--- config.mk ---
export PLATFORM = sky130hd
export DESIGN_NAME = imu_frame_ctrl
export DESIGN_NICKNAME = d
export VERILOG_FILES = /design/src/rtl/imu_pkg.sv /design/src/rtl/imu_byte_timer.sv /design/src/rtl/imu_frame_ctrl.sv
export SDC_FILE = /design/constraint.sdc
export NUM_CORES = 1
export LEC_CHECK = 0
export CAP_MARGIN = 5
export CORE_AREA = 2 2 140 142
export CTS_CLUSTER_SIZE = 30
export DETAILED_ROUTE_END_ITERATION = 10
export DIE_AREA = 0 0 142 144
export PLACE_DENSITY = 0.92
export RECOVER_POWER = 50
export SETUP_SLACK_MARGIN = 0.2
export SLEW_MARGIN = 20
export SYNTH_ARGS = -nofsm -noshare
export SYNTH_HDL_FRONTEND = slang
export SYNTH_SLANG_ARGS = --single-unit
--- constraint.sdc ---
create_clock -name clk -period 3.9 [get_ports clk]
set_clock_uncertainty 0.1 [all_clocks]
set_input_delay 0.975 -clock clk [delete_from_list [all_inputs] [get_ports clk]]
set_output_delay 0.975 -clock clk [all_outputs]
set_load 0.02 [all_outputs]
--- src/rtl/imu_pkg.sv ---
// Shared constants and encodings for the IMU frame controller.
package imu_pkg;

    localparam logic [7:0] IMU_HDR     = 8'h55;
    localparam logic [7:0] IMU_T_ACC   = 8'h51;
    localparam logic [7:0] IMU_T_GYRO  = 8'h52;
    localparam logic [7:0] IMU_T_ANG   = 8'h53;
    localparam int         IMU_PAYLOAD_LEN = 8;

    typedef enum logic [1:0] {
        HUNT    = 2'd0,
        TYPE    = 2'd1,
        PAYLOAD = 2'd2,
        SUM     = 2'd3
    } imu_state_e;

    // Low two bits of the type byte map directly onto this encoding.
    typedef enum logic [1:0] {
        FT_NONE = 2'd0,
        FT_ACC  = 2'd1,
        FT_GYRO = 2'd2,
        FT_ANG  = 2'd3
    } imu_ftype_e;

endpackage

--- src/rtl/imu_byte_timer.sv ---
// Inter-byte watchdog: counts enabled cycles, pulses expire on the last count unless cleared.
module imu_byte_timer #(
    parameter int CYC = 25000
) (
    input  logic clk,
    input  logic rst_n,
    input  logic clr_i,
    input  logic en_i,
    output logic expire_o
);
    localparam int CW = (CYC > 1) ? $clog2(CYC) : 1;
    localparam logic [CW-1:0] LAST = CW'(CYC - 1);

    logic [CW-1:0] cnt_q;

    always_ff @(posedge clk or negedge rst_n) begin
        if (!rst_n) begin
            cnt_q <= '0;
        end else if (clr_i) begin
            cnt_q <= '0;
        end else if (en_i && (cnt_q != LAST)) begin
            cnt_q <= cnt_q + 1'b1;
        end
    end

    // A strobe in the expiry cycle wins over the timeout.
    assign expire_o = en_i && !clr_i && (cnt_q == LAST);

endmodule

--- src/rtl/imu_frame_ctrl.sv ---
// Frame sync, checksum check and atomic commit of 11-byte IMU frames.
// state   | meaning
// HUNT    | waiting for header 0x55
// TYPE    | header seen, waiting for type byte
// PAYLOAD | collecting 8 payload bytes
// SUM     | waiting for checksum byte
module imu_frame_ctrl
    import imu_pkg::*;
#(
    parameter int TIMEOUT_CYC = 25000
) (
    input  logic        clk,
    input  logic        rst_n,
    input  logic        byte_valid_i,
    input  logic [7:0]  byte_data_i,
    output logic [15:0] acc_x_o,
    output logic [15:0] acc_y_o,
    output logic [15:0] acc_z_o,
    output logic [15:0] gyro_x_o,
    output logic [15:0] gyro_y_o,
    output logic [15:0] gyro_z_o,
    output logic [15:0] ang_x_o,
    output logic [15:0] ang_y_o,
    output logic [15:0] ang_z_o,
    output logic [15:0] temp_o,
    output logic        frame_done_o,
    output logic [1:0]  frame_type_o,
    output logic        err_sum_o,
    output logic        err_type_o,
    output logic        err_timeout_o,
    output logic        in_sync_o
);
    imu_state_e state_q;
    imu_ftype_e type_q;
    logic [2:0] idx_q;
    logic [7:0] sum_q;
    logic [7:0] sum_d;
    logic [IMU_PAYLOAD_LEN-1:0][7:0] buf_q;
    logic [15:0] w0, w1, w2, w3;
    logic expire;
    logic type_ok;

    assign sum_d   = sum_q + byte_data_i;
    assign type_ok = (byte_data_i == IMU_T_ACC) || (byte_data_i == IMU_T_GYRO) ||
                     (byte_data_i == IMU_T_ANG);
    assign w0 = {buf_q[1], buf_q[0]};
    assign w1 = {buf_q[3], buf_q[2]};
    assign w2 = {buf_q[5], buf_q[4]};
    assign w3 = {buf_q[7], buf_q[6]};

    imu_byte_timer #(.CYC(TIMEOUT_CYC)) u_timer (
        .clk      (clk),
        .rst_n    (rst_n),
        .clr_i    (byte_valid_i || (state_q == HUNT)),
        .en_i     (state_q != HUNT),
        .expire_o (expire)
    );

    always_ff @(posedge clk or negedge rst_n) begin
        if (!rst_n) begin
            state_q       <= HUNT;
            type_q        <= FT_NONE;
            idx_q         <= '0;
            sum_q         <= '0;
            buf_q         <= '0;
            acc_x_o       <= '0;
            acc_y_o       <= '0;
            acc_z_o       <= '0;
            gyro_x_o      <= '0;
            gyro_y_o      <= '0;
            gyro_z_o      <= '0;
            ang_x_o       <= '0;
            ang_y_o       <= '0;
            ang_z_o       <= '0;
            temp_o        <= '0;
            frame_done_o  <= 1'b0;
            frame_type_o  <= '0;
            err_sum_o     <= 1'b0;
            err_type_o    <= 1'b0;
            err_timeout_o <= 1'b0;
            in_sync_o     <= 1'b0;
        end else begin
            frame_done_o  <= 1'b0;
            err_sum_o     <= 1'b0;
            err_type_o    <= 1'b0;
            err_timeout_o <= 1'b0;
            if (byte_valid_i) begin
                case (state_q)
                    HUNT: begin
                        if (byte_data_i == IMU_HDR) begin
                            state_q   <= TYPE;
                            sum_q     <= IMU_HDR;
                            in_sync_o <= 1'b1;
                        end
                    end
                    TYPE: begin
                        if (type_ok) begin
                            state_q <= PAYLOAD;
                            type_q  <= imu_ftype_e'(byte_data_i[1:0]);
                            sum_q   <= sum_d;
                            idx_q   <= '0;
                        end else if (byte_data_i == IMU_HDR) begin
                            sum_q <= IMU_HDR;
                        end else begin
                            state_q    <= HUNT;
                            err_type_o <= 1'b1;
                            in_sync_o  <= 1'b0;
                        end
                    end
                    PAYLOAD: begin
                        buf_q[idx_q] <= byte_data_i;
                        sum_q        <= sum_d;
                        idx_q        <= idx_q + 1'b1;
                        if (idx_q == 3'(IMU_PAYLOAD_LEN - 1)) state_q <= SUM;
                    end
                    SUM: begin
                        state_q   <= HUNT;
                        in_sync_o <= 1'b0;
                        if (byte_data_i == sum_q) begin
                            frame_done_o <= 1'b1;
                            frame_type_o <= type_q;
                            temp_o       <= w3;
                            case (type_q)
                                FT_ACC:  begin acc_x_o  <= w0; acc_y_o  <= w1; acc_z_o  <= w2; end
                                FT_GYRO: begin gyro_x_o <= w0; gyro_y_o <= w1; gyro_z_o <= w2; end
                                FT_ANG:  begin ang_x_o  <= w0; ang_y_o  <= w1; ang_z_o  <= w2; end
                                default: ;
                            endcase
                        end else begin
                            err_sum_o <= 1'b1;
                        end
                    end
                    default: state_q <= HUNT;
                endcase
            end else if (expire) begin
                state_q       <= HUNT;
                err_timeout_o <= 1'b1;
                in_sync_o     <= 1'b0;
            end
        end
    end

endmodule

==> impl_metrics.json, run 1 <==
{
  "path_cells": "clkdlybuf4s50_1 -> ha_1 -> nor4_1 -> and4b_1 -> nand2_1 -> nor2_4 -> buf_12 -> mux2_2",
  "place_ws_ns": 0.146,
  "dpl.hpwl_um": 15800,
  "min_period_ns": 3.44,
  "r2r_end": "gyro_z_o[2]",
  "die-area_um2": 20400,
  "root_buffer": "clkbuf_16",
  "grt.total_usage_pct": 24.2,
  "wire_per_inst_um": 20.9,
  "powerDensity_nw_per_um2": 432,
  "end_kind": "flop",
  "seq_area_um2": 6530,
  "rsz0062_at_grt": "no",
  "ctsHoldBuffers": 0,
  "yosysWarningCount": 0,
  "rows": 51,
  "ys_types": 56,
  "cpPeakStageDelay_ns": 0.50,
  "criticalPathCategory": "primary input to flop",
  "fmax_ghz": 0.290,
  "wl_um": 24300,
  "critPathCapture": "gyro_z_o[2]",
  "synthCells": 708,
  "grt_overflow_total": 0,
  "antenna_found_initial": 0,
  "tightest_slew_ns": 1.40,
  "fp.dieW_um": 142,
  "synth_top_family_by_area": "multiplexers",
  "final_hold_viol_count": 0,
  "firstDrtPassIters": 4,
  "die_h_um": 144,
  "clk_latency_ns": 0.53,
  "reg2reg_slack_ns": 0.95,
  "finalCritPeriodShare_pct": 88.3,
  "reg2reg_depth": 7,
  "ys.flop_type": "dfrtp_1",
  "hold_ws_ns": 0.381,
  "cp_slowest_cell": "and4b_1",
  "fin_ws_ns": 0.456,
  "io_buffers": 177,
  "core-area_um2": 19100,
  "start_util_pct": 55.9,
  "tritoncts": "built",
  "drive_above_1_share_pct": 27.5,
  "syn_area_per_cell_um2": 15.1,
  "cp_data_required_time_ns": 4.21,
  "synth-seq-area-share_pct": 61.2,
  "cts_buffer_depth": 3,
  "clk_pin_slew_worst_paths_ns": 0.06,
  "synth-compound-area-share_pct": 3.27,
  "r2r_start": "sum_q[3]",
  "synthXorXnorAreaFrac_pct": 1.40,
  "start_kind": "primary input",
  "n_antenna_cell": 0,
  "post-cts-setup-buffer-count": 0,
  "yosys-mux-area-fraction_pct": 24.9,
  "drt_iter0_markers": 330,
  "synth-simple-area-share_pct": 5.14,
  "status": "finished clean",
  "io_pins": 178,
  "p_leak_uw": 0.00675,
  "multiInputGateArea_um2": 3900,
  "htreeDepth": 1,
  "cap_violations": 0,
  "slew_headroom_pct": 6.78,
  "dpl.cell_count": 1115,
  "fill_cells": 1214,
  "setup_tns_ns": 0,
  "grt_pass1_wl_um": 38500,
  "async_reset_ff_share_pct": 100,
  "grt_pass1_vias": 6821,
  "synth_area_um2": 10700,
  "drc": 0,
  "vias": 6611,
  "synth_fp_nets": 735,
  "grt_start_max_net_pins": 114,
  "final_cells": 1163,
  "hp-class": "flop to flop",
  "slew_violations": 0,
  "arrival_ns": 3.75,
  "cts_made_buffers": 27,
  "worst-path-max-fanout": 47,
  "max-vdd-ir-drop_v": 0.000307,
  "place_congestion": 0.872,
  "ctsResizeCount": 0,
  "routed_via_density": 5.68,
  "synth_fa_ha_area_share_pct": 1.95,
  "area_delta_synth_final_pct": 27.5,
  "ys_ff_latch": 261,
  "antenna_left": 0,
  "setup_viol": 0,
  "nets": 933,
  "worst_setup_path_startpoint": "byte_data_i[3]",
  "synth_edf_count": 0,
  "cts.sinks": 261
}
sequential cells by signal (all words and copies together), names as in the netlist, 3 cells and up:
| signal | count |
|---|---|
| acc_z_o | 16 |
| temp_o | 16 |
| ang_z_o | 16 |
| sum_q | 8 |
| ang_x_o | 16 |
| acc_y_o | 16 |
| buf_q | 64 |
| gyro_x_o | 16 |
| acc_x_o | 16 |
| gyro_y_o | 16 |
| ang_y_o | 16 |
| idx_q | 3 |
| u_timer.cnt_q | 15 |
| gyro_z_o | 16 |
cell usage after synthesis, drive strengths merged (5+ instances only):
| cell | number | area share (%) |
|---|---|---|
| inv | 8 | 0.28 |
| nor2 | 25 | 1.1 |
| nand2 | 18 | 0.68 |
| a21oi | 8 | 0.38 |
| dfrtp | 261 | 61 |
| a22o | 5 | 0.41 |
| o21ai | 13 | 0.61 |
| nor3 | 7 | 0.33 |
| xnor2 | 6 | 0.49 |
| clkbuf | 10 | 0.35 |
| buf | 19 | 1.5 |
| mux2 | 227 | 25 |
| nand3 | 14 | 0.70 |
| xor2 | 11 | 0.90 |
| ha | 15 | 1.8 |
metrics by stage:
step / instance area [um^2] / util [%] / power, uW
after floorplan: 10700 / - / 3190
after global placement: 12800 / 66.9 / 3380
after detailed placement: 12800 / 66.9 / 3400
after CTS: 13600 / 71.5 / 5930
after global routing: 13600 / 71.3 / 6110
final: 13600 / 71.3 / 5880
critical path, delay by kind of cell:
| family | cells | cell delay, ns |
|---|---|---|
| multiplexers | 1 | 0.38 |
| adder cells (fa/ha/maj) | 1 | 0.37 |
| buffers and inverters | 2 | 0.73 |
| AND/OR/NAND/NOR | 4 | 1.25 |
metal layers:
| layer | track usage (%) | vias to the layer above | wire length [um] | part of all wire [%] |
|---|---|---|---|---|
| li1 | - | 2931 | - | - |
| met1 | 33.2 | 3423 | 10300 | 43 |
| met2 | 40.1 | 212 | 12000 | 49 |
| met3 | 3.68 | 45 | 1310 | 5.4 |
| met4 | 8.05 | 0 | 636 | 2.6 |
| met5 | 0 | - | 0 | 0 |
area by class of cell:
cell class / instances / area share (%)
Clock buffer: 42 / 6.05
Clock inverter: 6 / 0.433
Inverter: 8 / 0.221
Multi-Input combinational cell: 410 / 28.7
Sequential cell: 261 / 48.0
Tap cell: 238 / 2.19
Timing Repair Buffer: 198 / 14.4
worst min-delay path by stage:
stage | from | to | slack [ns] | cells after the start
floorplan | u_timer.cnt_q[12] | err_timeout_o | 0.36 | 1
global placement | gyro_y_o[13] | gyro_y_o[13] | 0.37 | 1
detailed placement | acc_x_o[4] | acc_x_o[4] | 0.37 | 1
CTS | acc_y_o[8] | acc_y_o[8] | 0.39 | 1
global route | acc_x_o[1] | acc_x_o[1] | 0.40 | 1
finish | acc_y_o[8] | acc_y_o[8] | 0.38 | 1
where the power goes:
group / total [uW] / switching, uW / internal, uW
Clock: 2530 / 1020 / 1510
Combinational: 497 / 302 / 196
Sequential: 2850 / 79.3 / 2770
Total: 5880 / 1400 / 4480
cell families (layout without fill, tap and decap cells):
family,Yosys count,count (layout)
flip-flops,261,261
multiplexers,229,229
AND/OR/NAND/NOR,98,98
AO/OA/AOI/OAI,50,50
buffers and inverters,37,254
XOR/XNOR,17,17
adder cells (fa/ha/maj),16,16
layout by cell type (no fill, tap or decap), drive strengths merged, types with 5 or more instances in the layout:
cell type and count:
dfrtp 261, mux2 227, clkdlybuf4s50 139, clkbuf 49, dlygate4sd3 37, nor2 25, nand2 18, ha 15
buf 15, nand3 14, o21ai 13, xor2 11, inv 9, a21oi 8, nor3 7, xnor2 6
a22o 5
(Power assumes the default switching activity.)
==> run 2, diff against run 1 <==
- CELL_PAD_IN_SITES_DETAIL_PLACEMENT: not set -> 0
- CELL_PAD_IN_SITES_GLOBAL_PLACEMENT: not set -> 1
- CORE_AREA: 2 2 140 142 -> 2 2 154 156
- DIE_AREA: 0 0 142 144 -> 0 0 156 158
==> impl_metrics.json, run 2 (same netlist as run 1, synthesis figures left out) <==
{
  "p_int_uw": 4400,
  "pwr-share-clk_pct": 42.2,
  "wire_per_inst_um": 19.5,
  "finalCritPeriodShare_pct": 83.4,
  "htreeDepth": 1,
  "top_register": "buf_q",
  "tritoncts": "built",
  "io_buffers": 177,
  "dpl.hpwl_um": 16000,
  "dpl.cell_count": 1165,
  "p_leak_uw": 0.00674,
  "tightest_slew_ns": 2.07,
  "cts_made_buffers": 26,
  "drc": 0,
  "hp-class": "flop to flop",
  "criticalPathCategory": "primary input to flop",
  "largest_reg_flops": 64,
  "rows": 56,
  "slew_headroom_pct": -37.9,
  "root_buffer": "clkbuf_16",
  "vias": 6521,
  "wl_um": 23700,
  "io_pins": 178,
  "final_cell_mix": "261 x dfrtp_1, 167 x mux2_2, 136 x clkdlybuf4s50_1",
  "clk_pin_slew_worst_paths_ns": 0.06,
  "slew_violations": 80,
  "worst-path-max-fanout": 48,
  "min_period_ns": 3.25,
  "ctsResizeCount": 0,
  "die_h_um": 158,
  "grt.total_usage_pct": 19.4,
  "power_frac_comb_pct": 8.5,
  "area_delta_synth_final_pct": 27.9,
  "start_util_pct": 46.3,
  "fp.dieW_um": 156,
  "drt_iter0_markers": 297,
  "fmax_ghz": 0.307,
  "end_kind": "flop",
  "core-area_um2": 23100,
  "powerDensity_nw_per_um2": 423,
  "cts.sinks": 261,
  "max-vdd-ir-drop_v": 0.000256,
  "seq_power_share_pct": 49.3,
  "nets": 930,
  "layout_commonest_cell": "dfrtp_1",
  "finalPower_uw": 5780,
  "cts_buffer_depth": 3,
  "setup_tns_ns": 0,
  "firstDrtPassIters": 4,
  "p_switching_uw": 1380,
  "arrival_ns": 3.55,
  "final_hold_viol_count": 0,
  "antenna_left": 0,
  "grt_start_max_net_pins": 82,
  "ctsHoldBuffers": 0,
  "setup_viol": 0,
  "antenna_found_initial": 1,
  "routed_via_density": 5.38,
  "fill_cells": 1767,
  "die-area_um2": 24600,
  "swShare_pct": 23.9,
  "final_cells": 1213,
  "grt_pass1_vias": 6744,
  "status": "finished with violations",
  "reg2reg_slack_ns": 1.27,
  "grt_overflow_total": 0,
  "cp_data_required_time_ns": 4.20,
  "cap_violations": 1,
  "grt_pass1_wl_um": 37700,
  "clk_latency_ns": 0.53,
  "place_congestion": 0.821,
  "failed_checks": "max-capacitance violations, max-slew violations",
  "rsz0062_at_grt": "no",
  "start_kind": "primary input",
  "drive_above_1_share_pct": 27.7,
  "post-cts-setup-buffer-count": 0
}
-- run 2: cell count changes in the layout (fill, tap and decap cells not counted), sizes merged --
| cell | before | now |
|---|---|---|
| clkdlybuf4s50 | 139 | 136 |
| dlygate4sd3 | 37 | 40 |
| buf | 15 | 16 |
| diode | 0 | 1 |
| clkbuf | 49 | 45 |
| inv | 9 | 8 |
| clkinv | 4 | 5 |
-- run 2: path summary, 6_finish.rpt --
path,depth (start not counted),from,to
max,8,byte_data_i[2],acc_z_o[3]
max in group asynchronous,2,rst_n,acc_x_o[11]
min reg2reg,1,acc_x_o[1],acc_x_o[1]
max reg2reg,7,sum_q[3],acc_z_o[3]
min,1,acc_x_o[1],acc_x_o[1]
min in group asynchronous,1,rst_n,temp_o[3]
-- run 2: layout make-up --
| cell class | count | area [um^2] | area share, % |
|---|---|---|---|
| clock buffers | 41 | 777 | 5.70 |
| well taps | 290 | 363 | 2.66 |
| diodes | 1 | 2.50 | 0.0183 |
| repair buffers | 196 | 1970 | 14.5 |
| multi-input cells | 410 | 3900 | 28.6 |
| inverters | 8 | 30.0 | 0.220 |
| flip-flops and latches | 261 | 6530 | 47.9 |
| clock inverters | 6 | 66.3 | 0.486 |
-- run 2: routing by layer --
layer,part of all wire (%),vias up,global-route usage (%),wire length (um)
met3,5.0,32,3.20,1170
met4,1.9,2,4.94,460
met2,48,177,32.0,11400
met1,45,3386,27.1,10600
met5,0.051,-,0,12
li1,-,2924,-,-
-- run 2: worst max-delay path, stage by stage --
cell,delay [ns]
dlygate4sd3_1,0.57
ha_1,0.38
nor4_1,0.33
and4b_1,0.38
nand2_2,0.11
nor2_4,0.11
buf_12,0.28
mux2_2,0.38
-- run 2: power groups by stage --
stage          clock [uW]  sequential, uW  combinational [uW]
2_1_floorplan           0            2880                 311
3_3_place_gp            0            2890                 491
3_5_place_dp            0            2900                 500
4_1_cts              2490            2850                 504
5_1_grt              2610            2860                 557
6_report             2440            2850                 491
-- run 2: stage by stage --
stage,util [%],worst slack (ns),cell area (um^2),hold slack (ns)
2_1_floorplan,-,0.991,10700,0.363
4_1_cts,59.3,0.889,13700,0.331
3_5_place_dp,55.6,0.339,12800,0.379
6_report,59.2,0.646,13600,0.382
5_1_grt,59.2,0.506,13600,0.408
3_3_place_gp,55.6,0.365,12800,0.368
